===== src/rtl/tug_war_pkg.sv =====
// Shared types and helpers for the tug-of-war engine.
// Contents:
//   tw_state_t  - round/match FSM state
//   lfsr_taps() - XNOR Fibonacci tap mask for LFSR widths 8..16
//   tw_centre() - centre light index for a playfield width
package tug_war_pkg;

  typedef enum logic [1:0] {
    PLAY       = 2'd0,
    ROUND_OVER = 2'd1,
    MATCH_OVER = 2'd2
  } tw_state_t;

  // Centre light of the default 9-wide field.
  localparam int TW_DEF_FIELD_W = 9;
  localparam int TW_DEF_CENTRE  = TW_DEF_FIELD_W / 2;

  function automatic int tw_centre(input int width);
    return width / 2;
  endfunction

  // Tap masks, bit positions 0-based (e.g. width 10 -> bits 9 and 6).
  function automatic logic [15:0] lfsr_taps(input int width);
    case (width)
      8:       return 16'h00B8;  // 7,5,4,3
      9:       return 16'h0110;  // 8,4
      10:      return 16'h0240;  // 9,6
      11:      return 16'h0500;  // 10,8
      12:      return 16'h0829;  // 11,5,3,0
      13:      return 16'h100D;  // 12,3,2,0
      14:      return 16'h2015;  // 13,4,2,0
      15:      return 16'h6000;  // 14,13
      16:      return 16'hD008;  // 15,14,12,3
      default: return 16'h0000;
    endcase
  endfunction

endpackage


===== src/rtl/tug_war_engine_lfsr.sv =====
// XNOR Fibonacci LFSR used as the cyber player's random source.
// Resets to 0; with XNOR feedback the all-ones state is a fixed point
// whose only predecessor is itself, so it is never entered from reset.
// Ports:
//   clk   - clock
//   reset - async active-high reset, clears q
//   q     - current LFSR state, steps every cycle
module lfsr_gen
  import tug_war_pkg::*;
#(
  parameter int W = 10
) (
  input  logic         clk,
  input  logic         reset,
  output logic [W-1:0] q
);

  localparam logic [15:0]  TAPS_FULL = lfsr_taps(W);
  localparam logic [W-1:0] TAPS      = TAPS_FULL[W-1:0];

  logic [W-1:0] r_q;
  logic         w_fb;

  assign w_fb = ~^(r_q & TAPS);
  assign q    = r_q;

  always_ff @(posedge clk or posedge reset) begin
    if (reset) r_q <= '0;
    else       r_q <= {r_q[W-2:0], w_fb};
  end

endmodule


===== src/rtl/tug_war_engine.sv =====
// Tug-of-war game core: human player (right, goal at bit 0) against an
// LFSR-driven cyber player (left, goal at bit FIELD_W-1). A one-hot light
// moves one step per accepted press; pushing it past an end scores a round,
// and the first to WIN_ROUNDS round wins takes the match.
// Optional build macro: TUG_WAR_AUTO_SERVE_EN - when defined, ROUND_OVER
// returns to PLAY by itself after SERVE_DLY cycles.
// Ports:
//   clk, reset    - clock, async active-high reset
//   soft_rst      - sync level: re-centre / next round / new match
//   press_h       - human button (synchronised level), edge-detected here
//   cyber_thresh  - cyber presses whenever thresh > LFSR; 0 = never
//   field         - one-hot light position
//   score_h/c     - round wins, human / cyber
//   round_over    - high in ROUND_OVER and MATCH_OVER
//   match_over    - high in MATCH_OVER
//   winner_h      - last round won by human
module tug_war_engine
  import tug_war_pkg::*;
#(
  parameter int FIELD_W    = 9,
  parameter int LFSR_W     = 10,
  parameter int SCORE_W    = 3,
  parameter int WIN_ROUNDS = 7,
  parameter int SERVE_DLY  = 16
) (
  input  logic               clk,
  input  logic               reset,
  input  logic               soft_rst,
  input  logic               press_h,
  input  logic [LFSR_W-1:0]  cyber_thresh,
  output logic [FIELD_W-1:0] field,
  output logic [SCORE_W-1:0] score_h,
  output logic [SCORE_W-1:0] score_c,
  output logic               round_over,
  output logic               match_over,
  output logic               winner_h
);

  localparam logic [FIELD_W-1:0] CENTRE_1H = FIELD_W'(1) << tw_centre(FIELD_W);
  localparam logic [SCORE_W-1:0] LAST_WIN  = SCORE_W'(WIN_ROUNDS - 1);

  tw_state_t          r_state;
  logic [FIELD_W-1:0] r_field;
  logic [SCORE_W-1:0] r_score_h;
  logic [SCORE_W-1:0] r_score_c;
  logic               r_round_over;
  logic               r_match_over;
  logic               r_winner_h;
  logic               r_press_q;

  logic [LFSR_W-1:0]  w_lfsr;
  logic               w_hp;
  logic               w_cp;
  logic               w_serve_done;

  lfsr_gen #(.W(LFSR_W)) u_lfsr (
    .clk   (clk),
    .reset (reset),
    .q     (w_lfsr)
  );

  assign w_hp = press_h & ~r_press_q;
  assign w_cp = (cyber_thresh > w_lfsr);

`ifdef TUG_WAR_AUTO_SERVE_EN
  localparam int SRV_W = $clog2(SERVE_DLY + 1);

  logic [SRV_W-1:0] r_serve_cnt;

  // Counts ROUND_OVER cycles; done on the last one so the state spends
  // exactly SERVE_DLY cycles there.
  assign w_serve_done = (r_state == ROUND_OVER) &&
                        (r_serve_cnt == SRV_W'(SERVE_DLY - 1));

  always_ff @(posedge clk or posedge reset) begin
    if (reset)
      r_serve_cnt <= '0;
    else if (r_state == ROUND_OVER && !soft_rst && !w_serve_done)
      r_serve_cnt <= r_serve_cnt + SRV_W'(1);
    else
      r_serve_cnt <= '0;
  end
`else
  // No auto-serve: ROUND_OVER waits for soft_rst. The term keeps SERVE_DLY
  // referenced without affecting logic.
  assign w_serve_done = 1'b0 & (SERVE_DLY == 0);
`endif

  always_ff @(posedge clk or posedge reset) begin
    if (reset) begin
      r_state      <= PLAY;
      r_field      <= CENTRE_1H;
      r_score_h    <= '0;
      r_score_c    <= '0;
      r_round_over <= 1'b0;
      r_match_over <= 1'b0;
      r_winner_h   <= 1'b0;
      r_press_q    <= 1'b0;
    end else begin
      r_press_q <= press_h;
      case (r_state)
        PLAY: begin
          if (soft_rst) begin
            r_field <= CENTRE_1H;
          end else if (w_hp && !w_cp) begin
            if (r_field[0]) begin
              r_score_h    <= r_score_h + SCORE_W'(1);
              r_winner_h   <= 1'b1;
              r_round_over <= 1'b1;
              if (r_score_h == LAST_WIN) begin
                r_state      <= MATCH_OVER;
                r_match_over <= 1'b1;
              end else begin
                r_state <= ROUND_OVER;
              end
            end else begin
              r_field <= r_field >> 1;
            end
          end else if (w_cp && !w_hp) begin
            if (r_field[FIELD_W-1]) begin
              r_score_c    <= r_score_c + SCORE_W'(1);
              r_winner_h   <= 1'b0;
              r_round_over <= 1'b1;
              if (r_score_c == LAST_WIN) begin
                r_state      <= MATCH_OVER;
                r_match_over <= 1'b1;
              end else begin
                r_state <= ROUND_OVER;
              end
            end else begin
              r_field <= r_field << 1;
            end
          end
        end
        ROUND_OVER: begin
          if (soft_rst || w_serve_done) begin
            r_field      <= CENTRE_1H;
            r_state      <= PLAY;
            r_round_over <= 1'b0;
          end
        end
        MATCH_OVER: begin
          if (soft_rst) begin
            r_field      <= CENTRE_1H;
            r_score_h    <= '0;
            r_score_c    <= '0;
            r_winner_h   <= 1'b0;
            r_state      <= PLAY;
            r_round_over <= 1'b0;
            r_match_over <= 1'b0;
          end
        end
        default: begin
          r_state      <= PLAY;
          r_field      <= CENTRE_1H;
          r_round_over <= 1'b0;
          r_match_over <= 1'b0;
        end
      endcase
    end
  end

  assign field      = r_field;
  assign score_h    = r_score_h;
  assign score_c    = r_score_c;
  assign round_over = r_round_over;
  assign match_over = r_match_over;
  assign winner_h   = r_winner_h;

endmodule

===== config.mk =====
export PLATFORM = sky130hd
export DESIGN_NAME = tug_war_engine
export DESIGN_NICKNAME = d
export VERILOG_FILES = /design/src/rtl/tug_war_pkg.sv /design/src/rtl/tug_war_engine_lfsr.sv /design/src/rtl/tug_war_engine.sv
export SDC_FILE = /design/constraint.sdc
export NUM_CORES = 1
export LEC_CHECK = 0
export BUFFER_PORTS_ARGS = -buffer_cell sky130_fd_sc_hd__buf_2
export CAP_MARGIN = 20
export CORE_MARGIN = 2
export CORE_UTILIZATION = 35
export CTS_BUF_LIST = sky130_fd_sc_hd__clkbuf_8
export CTS_CLUSTER_DIAMETER = 50
export DETAILED_ROUTE_END_ITERATION = 8
export GPL_TIMING_DRIVEN = 1
export MAX_ROUTING_LAYER = met4
export PLACE_DENSITY = 0.59
export SETUP_SLACK_MARGIN = 0.4
export SLEW_MARGIN = 20
export SYNTH_ARGS = -nofsm -noshare
export SYNTH_HDL_FRONTEND = slang
export SYNTH_SLANG_ARGS = --single-unit

===== constraint.sdc =====
create_clock -name clk -period 2.7 [get_ports clk]
set_input_delay 0.81 -clock clk [delete_from_list [all_inputs] [get_ports clk]]
set_output_delay 0.81 -clock clk [all_outputs]
set_load 0.005 [all_outputs]

==> impl_metrics.csv, run 1 <==
group,metric,value,unit
floorplan,core-area,4750,um2
grt,grt-ovfl-total,0,
critical_path,path_cells,"buf_6, ha_4, nand4_1, nor3_2, a21oi_2, a31o_4, ha_4, or3b_4, or3_4, o32ai_2",
timing,fmax,350,MHz
floorplan,initial_core_util,36.3,%
clock_network,ctsHtreeMaxLevel,2,
critical_path,critPathMaxFanout,4,
drt,drcViolationCount,0,
cells_and_area,layout.cells.non_filler,292,
run_status,status,"finished, violations left",
critical_path,cp.depth,10,
synth,syn-num-nets,204,
min_path,hold_path_depth,0,
clock_network,clkSlewWorstSetupHoldPaths,0.07,ns
drt,viasPerCell,4.95,
floorplan,rows,25,
critical_path,path_buf_inv,1,
timing,fin_tns_setup,-1.03,ns
drt,first_pass_iters,4,
synth,synthCells,171,
placed_design,io_buffers,31,
synth,postSynth.asyncResetShare,100,%
cells_and_area,fin_util,53.7,%
power_and_ir_drop,power_density,615,nW/um2
cells_and_area,diodes,0,
critical_path,slowest_delay,0.41,ns
drt,drt_wl_total,3780,um
critical_path,cp_top_family,"simple AND/OR/NAND/NOR gates",
timing,timing.hold.ws,0.381,ns
synth,yosysSeqAreaShare,45.0,%
grt,grt_pass1_wl,6350,um
critical_path,critPathArrivalTime,3.04,ns
cells_and_area,final_nets,257,
synth,yosys_warnings,0,
synth,synth.area.top_cells,"dfrtp_1 (43%), ha_1 (14%), inv_1 (5.0%)",
critical_path,r2r_cells,10,
timing,setup_viol,17,
synth,netlist.area_leader.share,43.4,%
synth,yosysMostFrequentCell,"dfrtp_1",
synth,synth_common_cells,"dfrtp_1 (30), inv_1 (23), ha_1 (19)",
timing,slew_violations,0,
floorplan,die_h,74.3,um
timing,worst_pin_slew,0.528,ns
critical_path,cp_common_cell,"ha_4",
clock_network,clk_latency,0.28,ns
grt,grt_max_degree,32,
clock_network,clock_sinks,31,
floorplan,die_w,74.3,um
synth,yosysTopAreaCell,"dfrtp_1",
synth,synth_seq_cells,31,
power_and_ir_drop,power,1.57,mW
clock_network,cts_root_buf,"clkbuf_8",
timing,hold_violations,0,
cells_and_area,fin_area,2550,um2
critical_path,critical_path_class,"in -> reg",
drt,ant_nets,0,
critical_path,critPathLaunchType,"input pin",
placed_design,gp_routability_congestion,0.795,
grt,antenna_found_initial,0,
critical_path,worstPathRequired,2.88,ns
placed_design,place_ws,-0.428,ns
min_path,holdCritPathClass,"reg -> reg",
grt,grt_pass1_vias,1425,
critical_path,cpMaxStageDelayCell,"or3b_4",
synth,syn_avg_cell_area,10.1,um2
cells_and_area,syn_to_final_growth,47.6,%
synth,synth-edff-count,0,
drt,drtIter0Drc,74,
cells_and_area,drive_above_1_share,44.9,%
power_and_ir_drop,vdd_drop_max,0.239,mV
flow_run,maxCapViolCount,0,
power_and_ir_drop,power.leakage,1.19,nW
clock_network,cts_inserted_buffers,5,
synth,ys_types,41,
clock_network,holdBufCountCts,0,
timing,maxSlewHeadroom,64.8,%
placed_design,placed_cells,278,
drt,via_count,1446,
timing,fin_crit_sh,106,%
clock_network,clock_path_buffers,2,
floorplan,ios,32,
critical_path,end_kind,"register",
run_status,violations,"setup timing",
placed_design,post_dp_cell_area,2200,um2
timing,rsz0062_at_grt,"yes",
synth,synthesis.area,1730,um2
timing,period_needed,2.86,ns
floorplan,dieArea,5510,um2
synth,synth_ff_type,"dfrtp_1",
placed_design,dp.final_hpwl,2680,um
clock_network,cts_tree,"yes",
grt,grt_usage,15.4,%
drt,avgRoutedWirePerCell,12.9,um
timing,finClkSkew,0.00422,ns
timing,fin_ws,-0.156,ns
critical_path,rrSetupSlack,0.02,ns
## registers in the layout (all words and copies together), names as in the netlist
name,cells
r_state,2
score_h,3
match_over,1
round_over,1
field,9
r_press_q,1
score_c,3
u_lfsr.q,10
winner_h,1
## layout make-up
cell class	count	area (um2)
tap	67	83.8
clock buffer	6	82.6
multi-input combinational	111	1110
inverter	23	86.3
fill	452	2200
timing repair buffer	52	373
clock inverter	2	35.0
sequential	31	777
## kinds of logic after synthesis
family                     after synthesis  synth area share [%]
buffers and inverters                   29                  6.73
DFF                                     31                  45.0
adders and majority gates               19                  13.8
and+or+nand+nor                         37                  11.4
AOI/OAI and AO/OA                       48                  19.0
muxes                                    6                  3.62
xor gates and xnor gates                 1                 0.507
## cell usage in the layout, fill, tap and decap left out, types with 2 or more instances in the layout
master / instances
buf_6: 8
nor2_1: 4
mux2i_1: 3
ha_4: 8
o21ai_1: 4
a31oi_1: 2
inv_1: 23
buf_2: 27
a21o_1: 3
clkbuf_8: 6
o21a_1: 2
nor3b_2: 2
a21oi_1: 6
a21oi_2: 2
or3_4: 2
nand2_1: 15
mux2_2: 2
o31ai_2: 6
o31ai_4: 3
ha_1: 10
nand2b_1: 2
a22oi_1: 4
buf_4: 15
dfrtp_1: 30
o21ai_0: 5
## routing by layer
metal	vias up	GRT usage (%)	wire length [um]	part of all wire [%]
li1	707	-	-	-
met1	706	19.0	1650	44
met2	28	25.0	1940	51
met3	5	2.85	141	3.7
met4	0	5.95	47	1.2
met5	-	-	0	0
## where the power goes
group | internal (mW) | switching, mW | total (mW)
Sequential | 0.519 | 0.0420 | 0.561
Clock | 0.298 | 0.170 | 0.468
Combinational | 0.272 | 0.268 | 0.540
## worst paths after layout
path | to | start
worst min register to register | u_lfsr.q[5] | u_lfsr.q[4]
max in group asynchronous | field[4] | reset
worst max-delay path | score_c[1] | cyber_thresh[8]
worst max register to register | score_c[1] | u_lfsr.q[6]
min in group asynchronous | field[3] | reset
worst min-delay path | u_lfsr.q[5] | u_lfsr.q[4]
## worst reg2reg max path, cell delays in order (launching register included)
cell and delay [ns]:
dfrtp_1 0.36, inv_1 0.08, ha_4 0.26, nand4_1 0.13
nor3_2 0.19, a21oi_2 0.11, a31o_4 0.26, ha_4 0.17
or3b_4 0.41, or3_4 0.37, o32ai_2 0.25
## what timing repair did
action,CTS,global route
endpoints found under the setup margin,20,20
gates resized for setup,19,18
pin swaps,5,9
buffers inserted,4,2
gates cloned,0,0
Power figures use the tool's default switching activity.
==> run 2, diff against run 1 <==
==> constraint.sdc (replaced) <==
create_clock -name clk -period 2.46 [get_ports clk]
set_input_delay 0.738 -clock clk [delete_from_list [all_inputs] [get_ports clk]]
set_output_delay 0.738 -clock clk [all_outputs]
set_load 0.005 [all_outputs]
==> run 2 against run 1 <==
Compared with the run above:
- the run still ends with setup timing left
- global-route usage shrank 0.45 points
- routed wire length down 2.5%
- sequential share of layout area rose by 0.23 points
- flip-flop and latch count unchanged
- clock power rose by 8.5%
- critical path type unchanged
- largest cell class unchanged
==> impl_metrics.csv, run 2 (synthesized netlist as in run 1, its figures left out) <==
group,metric,value,unit
timing,timing.hold.ws,0.381,ns
drt,avgRoutedWirePerCell,12.4,um
min_path,hp-start,"u_lfsr.q[5]",
clock_network,cts_inserted_buffers,5,
clock_network,ctsHtreeMaxLevel,2,
floorplan,die_h,74.3,um
critical_path,end_kind,"register",
critical_path,critical_path_class,"in -> reg",
timing,fin_ws,-0.297,ns
power_and_ir_drop,power,1.71,mW
timing,period_needed,2.76,ns
grt,grt_pass1_wl,6000,um
critical_path,r2r_end,"winner_h",
timing,fin_tns_setup,-4.37,ns
critical_path,worstPathRequired,2.62,ns
drt,viasPerCell,4.89,
clock_network,clk_latency,0.28,ns
power_and_ir_drop,power_density,674,nW/um2
drt,drtIter0Drc,73,
placed_design,io_buffers,31,
clock_network,clock_sinks,31,
cells_and_area,largest_register_ffs,10,
floorplan,die_w,74.3,um
timing,fin_crit_sh,112,%
timing,maxSlewHeadroom,63.1,%
cells_and_area,final_nets,262,
cells_and_area,final_cell_mix,"dfrtp_1 (30), buf_2 (27), inv_1 (23), buf_4 (21), nand2_1 (13)",
drt,ant_nets,0,
run_status,violations,"setup timing",
power_and_ir_drop,p_int,1.20,mW
power_and_ir_drop,vdd_drop_max,0.312,mV
floorplan,rows,25,
grt,grt-ovfl-total,0,
power_and_ir_drop,sw_frac_of_total,29.6,%
clock_network,cts_tree,"yes",
grt,grt_usage,14.9,%
critical_path,path_cells,"buf_6, ha_4, nand4_1, nor3_4, a21oi_2, a31o_4, ha_4, buf_6, mux2i_1, o31ai_2, buf_4, o21ai_2, a221o_1",
power_and_ir_drop,pwr-share-seq,36.0,%
power_and_ir_drop,power.leakage,1.21,nW
drt,drt_wl_total,3680,um
placed_design,gp_routability_congestion,0.791,
critical_path,rrSetupSlack,-0.19,ns
floorplan,core-area,4750,um2
placed_design,placed_cells,280,
floorplan,ios,32,
clock_network,clkSlewWorstSetupHoldPaths,0.06,ns
timing,setup_viol,19,
cells_and_area,layout.cells.non_filler,297,
flow_run,maxCapViolCount,0,
clock_network,clock_path_buffers,2,
clock_network,cts_root_buf,"clkbuf_8",
timing,worst_pin_slew,0.554,ns
critical_path,critPathLaunchType,"input pin",
min_path,holdCritPathClass,"reg -> reg",
cells_and_area,multi_input_area,1060,um2
critical_path,r2r_cells,13,
critical_path,critPathMaxFanout,3,
cells_and_area,fillCellCount,448,
timing,slew_violations,0,
drt,via_count,1452,
placed_design,dp.final_hpwl,2670,um
critical_path,slowest_delay,0.29,ns
critical_path,critPathArrivalTime,2.92,ns
cells_and_area,drive_above_1_share,43.9,%
power_and_ir_drop,power_frac_comb,34.2,%
min_path,hold_path_depth,0,
floorplan,initial_core_util,36.3,%
timing,hold_violations,0,
floorplan,dieArea,5510,um2
power_and_ir_drop,switching_power,0.505,mW
grt,grt_pass1_vias,1363,
run_status,status,"finished, violations left",
timing,finClkSkew,0.00585,ns
drt,drcViolationCount,0,
cells_and_area,diodes,0,
grt,antenna_found_initial,0,
critical_path,rr_startpoint,"u_lfsr.q[6]",
critical_path,cpMaxStageDelayCell,"a221o_1",
grt,grt_max_degree,32,
cells_and_area,syn_to_final_growth,46.6,%
timing,rsz0062_at_grt,"yes",
min_path,min_to,"u_lfsr.q[6]",
cells_and_area,layout_commonest_cell,"dfrtp_1",
drt,first_pass_iters,4,
power_and_ir_drop,clockPowerShare,29.8,%
clock_network,holdBufCountCts,0,
cells_and_area,regArea,777,um2
timing,fmax,363,MHz
cells_and_area,fin_util,53.3,%
==> run 2: changes by cell type in the layout (fill, tap and decap cells not counted), sizes merged <==
cell	change
buf	+5
==> run 2: per-stage QoR <==
step | setup slack (ns) | cell area [um2]
after global routing | -0.382 | 2530
after floorplan | -0.320 | 1870
after CTS | -0.262 | 2420
final | -0.297 | 2530
after global placement | -0.533 | 2220
after detailed placement | -0.573 | 2220
==> run 2: worst max-delay path: cells and delay by family <==
kind	cells	cell delay [ns]
muxes	1	0.12
adders and majority gates	2	0.41
AOI/OAI and AO/OA	5	0.94
buffers and inverters	3	0.39
and+or+nand+nor	2	0.31
==> run 2: what timing repair did <==
item	in CTS	in global routing
setup buffers	5	4
setup endpoints to repair	20	20
resized for setup	11	19
pin swaps	5	9
==> run 2: cell type report <==
type / count / share of cell area [%]
repair buffers: 57 / 15.9
clock buffers: 6 / 3.26
clock inverters: 2 / 1.38
inverters: 23 / 3.41
well taps: 67 / 3.31
multi-input cells: 111 / 42.0
flip-flops and latches: 31 / 30.7
==> run 2: worst max path at each step <==
stage	from	end	cells past startpoint
4_1_cts	cyber_thresh[7]	score_c[1]	10
2_1_floorplan	cyber_thresh[8]	score_c[2]	10
3_3_place_gp	cyber_thresh[8]	score_c[2]	11
6_report	cyber_thresh[7]	winner_h	13
5_1_grt	cyber_thresh[8]	r_state[0]	13
3_5_place_dp	cyber_thresh[7]	score_c[2]	11
==> run 2: power by group through the flow <==
stage	registers, mW	clock network, mW	logic [mW]
global route	0.622	0.549	0.641
floorplan	0.620	0	0.314
global placement	0.622	0	0.495
detailed placement	0.622	0	0.500
CTS	0.614	0.527	0.523
finish	0.614	0.508	0.584
==> run 2: per-layer routing <==
layer	share of wire, %	global-route usage (%)
met5	0	-
met4	1.1	5.95
met3	3.9	4.07
met2	51	24.3
met1	44	17.5
